### src/rtl/fifo_rd_stream_if.sv
// Stream-side bundle for fifo_rd_stream: FIFO pop interface, control and
// valid/ready output stream. master = the stream adapter, slave = its environment.
interface fifo_rd_stream_if #(
  parameter int WIDTH = 8,
  parameter int CNT_W = 8
);
  logic             rempty;
  logic [WIDTH-1:0] rd_data;
  logic             rinc;
  logic             enable;
  logic             flush;
  logic [WIDTH-1:0] data;
  logic             valid;
  logic             ready;
  logic [CNT_W-1:0] count;
  logic             busy;

  modport master (
    input  rempty, rd_data, enable, flush, ready,
    output rinc, data, valid, count, busy
  );

  modport slave (
    output rempty, rd_data, enable, flush, ready,
    input  rinc, data, valid, count, busy
  );
endinterface

### src/rtl/fifo_rd_stream.sv
// Read-side FIFO consumer: turns empty/rinc pops into a valid/ready stream
// through a 2-entry skid buffer, with enable gating, flush and a delivered-word count.
module fifo_rd_stream #(
  parameter int WIDTH = 8,
  parameter int CNT_W = 8
) (
  input  logic            clk,
  input  logic            rst,
  fifo_rd_stream_if.master bus
);

  typedef enum logic [1:0] {
    EMPTY = 2'd0,
    ONE   = 2'd1,
    TWO   = 2'd2,
    BAD   = 2'd3
  } occ_t;

  occ_t             occ;
  occ_t             occ_next;
  logic [WIDTH-1:0] entry [2];
  logic             head;
  logic             tail;
  logic [CNT_W-1:0] count;
  logic             pop;
  logic             hs;
  logic             valid;

  always_ff @(posedge clk or posedge rst) begin
    if (rst) occ <= EMPTY;
    else     occ <= occ_next;
  end

  // pop looks only at registered occupancy, so it never waits on ready
  always_comb begin
    valid    = (occ != EMPTY);
    pop      = bus.enable & ~bus.rempty & (occ != TWO) & ~bus.flush & ~rst;
    hs       = valid & bus.ready;
    occ_next = occ;
    if (bus.flush) begin
      occ_next = EMPTY;
    end else begin
      case (occ)
        EMPTY:   if (pop) occ_next = ONE;
        ONE: begin
          if (pop && !hs)      occ_next = TWO;
          else if (!pop && hs) occ_next = EMPTY;
        end
        TWO:     if (hs) occ_next = ONE;
        default: occ_next = EMPTY;
      endcase
    end
  end

  always_ff @(posedge clk or posedge rst) begin
    if (rst) begin
      entry[0] <= '0;
      entry[1] <= '0;
      head     <= 1'b0;
      tail     <= 1'b0;
      count    <= '0;
    end else if (bus.flush) begin
      head <= 1'b0;
      tail <= 1'b0;
    end else begin
      if (pop) begin
        entry[tail] <= bus.rd_data;
        tail        <= ~tail;
      end
      if (hs) begin
        head  <= ~head;
        count <= count + CNT_W'(1);
      end
    end
  end

  assign bus.rinc  = pop;
  assign bus.data  = entry[head];
  assign bus.valid = valid;
  assign bus.count = count;
  assign bus.busy  = ~rst & (valid | (bus.enable & ~bus.rempty));

endmodule

### src/flat_wrapper.sv
// flat-port wrapper written by rule: the top's interface ports become plain ports
module fifo_rd_stream_flat 
#(
  parameter int WIDTH = 8,
  parameter int CNT_W = 8
)
  (clk, rst, bus_rempty, bus_rd_data, bus_enable, bus_flush, bus_ready, bus_rinc, bus_data, bus_valid, bus_count, bus_busy);
  fifo_rd_stream_if #(.WIDTH(WIDTH), .CNT_W(CNT_W)) bus_i ();
  input  logic clk;
  input  logic rst;
  input wire logic [$bits(bus_i.rempty)-1:0] bus_rempty;
  input wire logic [$bits(bus_i.rd_data)-1:0] bus_rd_data;
  input wire logic [$bits(bus_i.enable)-1:0] bus_enable;
  input wire logic [$bits(bus_i.flush)-1:0] bus_flush;
  input wire logic [$bits(bus_i.ready)-1:0] bus_ready;
  output wire logic [$bits(bus_i.rinc)-1:0] bus_rinc;
  output wire logic [$bits(bus_i.data)-1:0] bus_data;
  output wire logic [$bits(bus_i.valid)-1:0] bus_valid;
  output wire logic [$bits(bus_i.count)-1:0] bus_count;
  output wire logic [$bits(bus_i.busy)-1:0] bus_busy;
  assign bus_i.rempty = bus_rempty;
  assign bus_i.rd_data = bus_rd_data;
  assign bus_i.enable = bus_enable;
  assign bus_i.flush = bus_flush;
  assign bus_i.ready = bus_ready;
  assign bus_rinc = bus_i.rinc;
  assign bus_data = bus_i.data;
  assign bus_valid = bus_i.valid;
  assign bus_count = bus_i.count;
  assign bus_busy = bus_i.busy;
  fifo_rd_stream #(.WIDTH(WIDTH), .CNT_W(CNT_W)) u_core (.clk(clk), .rst(rst), .bus(bus_i));
endmodule
### config.mk
export PLATFORM = sky130hd
export DESIGN_NAME = fifo_rd_stream_flat
export DESIGN_NICKNAME = d
export VERILOG_FILES = /design/src/rtl/fifo_rd_stream_if.sv /design/src/rtl/fifo_rd_stream.sv /design/src/flat_wrapper.sv
export SDC_FILE = /design/constraint.sdc
export NUM_CORES = 1
export LEC_CHECK = 0
export BUFFER_PORTS_ARGS = -buffer_cell sky130_fd_sc_hd__buf_4
export CAP_MARGIN = 20
export CORE_ASPECT_RATIO = 0.5
export CORE_MARGIN = 5
export CORE_UTILIZATION = 47
export DETAILED_ROUTE_END_ITERATION = 10
export PLACE_DENSITY_LB_ADDON = 0.08
export SYNTH_ARGS = -nofsm -noshare
export SYNTH_HDL_FRONTEND = slang
export SYNTH_SLANG_ARGS = --single-unit
### constraint.sdc
create_clock -name clk -period 1.7 [get_ports clk]
set_clock_uncertainty 0.05 [all_clocks]
set_input_delay 0.085 -clock clk [delete_from_list [all_inputs] [get_ports clk]]
set_output_delay 0.085 -clock clk [all_outputs]
set_load 0.01 [all_outputs]
After elaboration in Yosys (flattened, before gate mapping)
Cells that the tools add are included.
Word-level totals
  bits in registers: 28
  bits of input ports: 14
  output and inout port bits: 19
  word-level logic and storage cells: 58
Operators by class
  add/subtract/negate cells: 1
  magnitude comparators: 3
  equal/unequal tests: 6
  muxes and demuxes: 16
  bitwise logic cells: 14
  reduce and logical (&&, ||, !) cells: 12
Operators by type and width (number)
  $mux W8: 4
  $bwmux W16: 1
  $mux W2: 5
  $add A8 B1 Y8 const B: 1
  $demux W8 S1: 1
  $and A1 B1 Y1: 6
  $pmux W2 S3: 1
  $reduce_bool A2 Y1: 3
  $not A1 Y1: 5
  $ge A2 B2 Y1 const B: 2
  $mux W1: 4
  $ne A4 B2 Y1 const B: 1
  $not A1 Y2: 2
  $reduce_and A2 Y1: 2
  $logic_and A1 B1 Y1: 3
  $ne A3 B2 Y1 const B: 1
  $ne A3 B3 Y1 const B: 1
  $reduce_and A3 Y1: 1
  $eq A2 B1 Y1 const B: 1
  $eq A2 B2 Y1 const B: 1
  $logic_not A1 Y1: 2
  $logic_not A2 Y1: 1
  $lt A2 B1 Y1 const B: 1
  $ne A2 B2 Y1 const B: 1
  $or A1 B1 Y1: 1

Logic depth before layout (Yosys ltp)
  depth in word-level cells: 11
  gate-level depth with buffers: 5
  depth with buffers taken out: 4

Worst setup path after synthesis
No wires, ideal clock.
  path kind: register -> register
  start: reg u_core.occ[1]
  end: reg u_core.entry[0] in the netlist's numbering
  setup time: 0.125 ns
  data arrival time: 1.544 ns
  required time: 1.525 ns
  slack: -0.019 ns
  cell stages (with the launch flop): 5
  path buffers: 1
  clock period less this slack: 1.719 ns
  cell sequence: dfrtp_1 nor2b_1 or4b_4 buf_6 mux2_4
Between the ends
  word-level cells in the longest chain between the ends: 5
RTL lines
  start: declaration: line fifo_rd_stream.sv:19  | occ_t occ;
  start signal: assignment: line fifo_rd_stream.sv:31  | else occ <= occ_next;
  $ne A2 B2 Y1: line fifo_rd_stream.sv:37  | pop = bus.enable & ~bus.rempty & (occ != TWO) & ~bus.flush & ~rst;
  $and A1 B1 Y1 (3 in series): line fifo_rd_stream.sv:37
  $reduce_and A2 Y1 (no line)
  end signal: indexed assignment: line fifo_rd_stream.sv:67  | entry[tail] <= bus.rd_data;
  end: declaration: line fifo_rd_stream.sv:21  | logic [WIDTH-1:0] entry [2];
Every way passes these cells.
A chain may end at the register's enable or synchronous reset.

Worst setup path in the final report
Ends and elaborated chain as after synthesis.

==> results.json <==
{
  "wirelength_mm": 2.64,
  "max_cap_violations": 0,
  "grt_pass1_vias": 898,
  "yosysSeqAreaShare": 0.520,
  "relSlewSlack": 0.709,
  "clock-sinks": 28,
  "antenna_found_initial": 0,
  "grt_pass1_wl_mm": 4.30,
  "synth_edf_count": 0,
  "powerDensity_nw_per_um2": 978,
  "grtUsageTotal": 0.139,
  "critical_path_arrival_ns": 1.75,
  "ant_nets": 0,
  "status": "complete, no violations",
  "clkTransAtPathRegs_ns": 0.10,
  "cts_tree": "done",
  "htree_levels": 1,
  "fin_nets": 169,
  "max_stage_delay_ns": 0.62,
  "endpoint_kind": "flop",
  "synth_nets": 117,
  "switching_share": 0.253,
  "power_frac_seq": 0.471,
  "port_buffers": 32,
  "dr.pass1.iters": 4,
  "cts_resized": 0,
  "ioPinCount": 33,
  "post_cts_buffers": 0,
  "leakagePower_uw": 0.000930,
  "hold_path_class": "in -> reg",
  "numCtsBuffers": 3,
  "hold_ws_ns": 0.0349,
  "core-area_um2": 2670,
  "wl_per_cell_um": 13.9,
  "synth-async-reset-ratio": 1.00,
  "ys_ff_latch": 28,
  "critical_path_class": "reg -> reg",
  "critPathRequiredTime_ns": 1.81,
  "p_comb_frac": 0.243,
  "insertion_delay_ns": 0.27,
  "grt_max_degree": 29,
  "syn_to_final_growth_pct": 37.8,
  "place_hpwl_mm": 1.83,
  "synth_ff_type": "dfrtp_1",
  "hold_viol_final": 0,
  "cts_buffer_depth": 2,
  "vias_per_cell": 5.03,
  "p_switching_uw": 459,
  "startpoint_type": "flop",
  "netlist_area_um2": 1350,
  "synthTopCellsByArea": "dfrtp_1 52%, mux2_2 12%, mux2_4 8.9%",
  "rsz0062_at_grt": "no",
  "worst_pin_slew_ns": 0.431,
  "intPower_uw": 1360,
  "worst-path-max-fanout": 8,
  "gp_congestion": 0.715,
  "tns_ns": 0,
  "std_cell_rows": 13,
  "p_clk_frac": 0.285,
  "fin_crit_ns": 1.63,
  "syn_inst": 102,
  "report.final.slew_viol_count": 0,
  "ys.warnings.count": 0,
  "synth_top_area_cell": "dfrtp_1",
  "antenna_cells": 0,
  "vias": 956,
  "die-area_um2": 4100,
  "cts_root_buf": "clkbuf_8",
  "overflow": 0,
  "synth_cell_type_count": 27,
  "setup_viol": 0,
  "drc_errors": 0,
  "avgSynthCellArea_um2": 13.2,
  "crit_slowest_cell": "or4b_4",
  "initial_core_util": 0.505,
  "crit_buf_inv": 0,
  "layout-drive-gt1-share": 0.471,
  "critPathTopFamily": "simple AND/OR/NAND/NOR gates",
  "dr.first_iter.drc_count": 32,
  "fmax_ghz": 0.612,
  "die_w_um": 85.7,
  "vdd_drop_max_v": 0.000688,
  "die_h_um": 47.9,
  "crit_path_cell_trace": "nor2b_4, or4b_4, mux2_4",
  "period_share": 0.961,
  "synth_top_area_frac": 0.520
}
[placed cells by master, fill, tap and decap left out, drive strengths merged]
cell type / count
nor4b: 2
a21oi: 4
mux2: 25
mux2i: 1
o32ai: 1
nand4: 2
dfrtp: 28
inv: 3
or3b: 1
dlygate4sd3: 10
nor4: 3
nor2: 3
o21ai: 2
buf: 41
xor2: 8
or4b: 1
or2: 2
nand3: 3
clkbuf: 3
ha: 1
nor3: 5
or3: 1
nor2b: 2
bufinv: 1
[power groups by stage]
stage | combinational (uW) | sequential, uW | clock (uW)
global route | 488 | 869 | 560
CTS | 448 | 855 | 531
finish | 442 | 856 | 518
detailed placement | 430 | 867 | 0
global placement | 420 | 869 | 0
floorplan | 227 | 860 | 0
[through the flow]
step	cell area [um2]	power [uW]	cells	worst slack, ns	util
floorplan	1360	1090	102	0.0120	-
global placement	1690	1290	176	-0.0189	0.632
detailed placement	1690	1300	176	-0.0369	0.632
CTS	1850	1830	189	0.0646	0.692
global route	1860	1920	190	0.0276	0.696
finish	1860	1820	190	0.0657	0.696
[logic make-up (layout without fill, tap and decap cells)]
group | Yosys count | in the layout | synth area share
AOI/OAI and AO/OA | 7 | 7 | 0.0288
and+or+nand+nor | 25 | 25 | 0.125
buffers and inverters | 7 | 58 | 0.0260
xor gates and xnor gates | 8 | 8 | 0.0520
adders and majority gates | 1 | 1 | 0.00928
DFF | 28 | 28 | 0.520
muxes | 26 | 26 | 0.239
[cell usage after synthesis, types with 2 or more instances]
master	count
dfrtp_1	28
mux2_2	14
mux2_4	8
xor2_1	8
nor3_1	5
a21oi_1	4
inv_1	3
mux2_1	3
nand3_1	3
nor2_1	3
clkbuf_1	2
nand4_1	2
nor2b_1	2
nor4_1	2
nor4b_1	2
or2_2	2
[flip-flops by register name (all words and copies together), names as in the netlist]
| register | flops |
|---|---|
| u_core.entry | 16 |
| u_core.bus.count | 8 |
| u_core.occ | 2 |
| u_core.head | 1 |
| u_core.tail | 1 |
[final cells by class]
class | count | area [um2]
fillers | 216 | 811
multi-input cells | 67 | 619
inverters | 3 | 11.3
clock buffers | 3 | 41.3
well taps | 37 | 46.3
flip-flops and latches | 28 | 701
clock inverters | 1 | 30.0
repair buffers | 51 | 408
[path summary, 6_finish.rpt]
kind                                                 start                         endpoint  slack, ns  depth (start not counted)
min in group asynchronous                              rst        u_core.occ[0]$_DFFE_PP0P_       0.50                          5
min reg2reg                u_core.bus.count[7]$_DFFE_PP0P_  u_core.bus.count[7]$_DFFE_PP0P_       0.43                          1
max                              u_core.occ[1]$_DFFE_PP0P_      u_core.entry[0]$_DFFE_PP0P_       0.07                          3
max in group asynchronous                              rst      u_core.entry[4]$_DFFE_PP0P_       0.82                          5
min                                              bus_flush          u_core.tail$_DFFE_PP0P_       0.03                          2
max reg2reg                      u_core.occ[1]$_DFFE_PP0P_      u_core.entry[0]$_DFFE_PP0P_       0.07                          3
[per-layer routing]
layer / track usage / vias up / share of wire
met5: 0 / - / 0
met4: 0.0189 / 0 / 0
met3: 0.0464 / 0 / 0.048
met2: 0.228 / 24 / 0.47
met1: 0.188 / 462 / 0.49
li1: - / 470 / -
[timing repair]
item                       4_1_cts  5_1_grt
hold endpoints to repair        41        1
setup endpoints to repair        0        0
hold buffers                     9        1
Note: power is estimated with default switching activity, not from simulation.
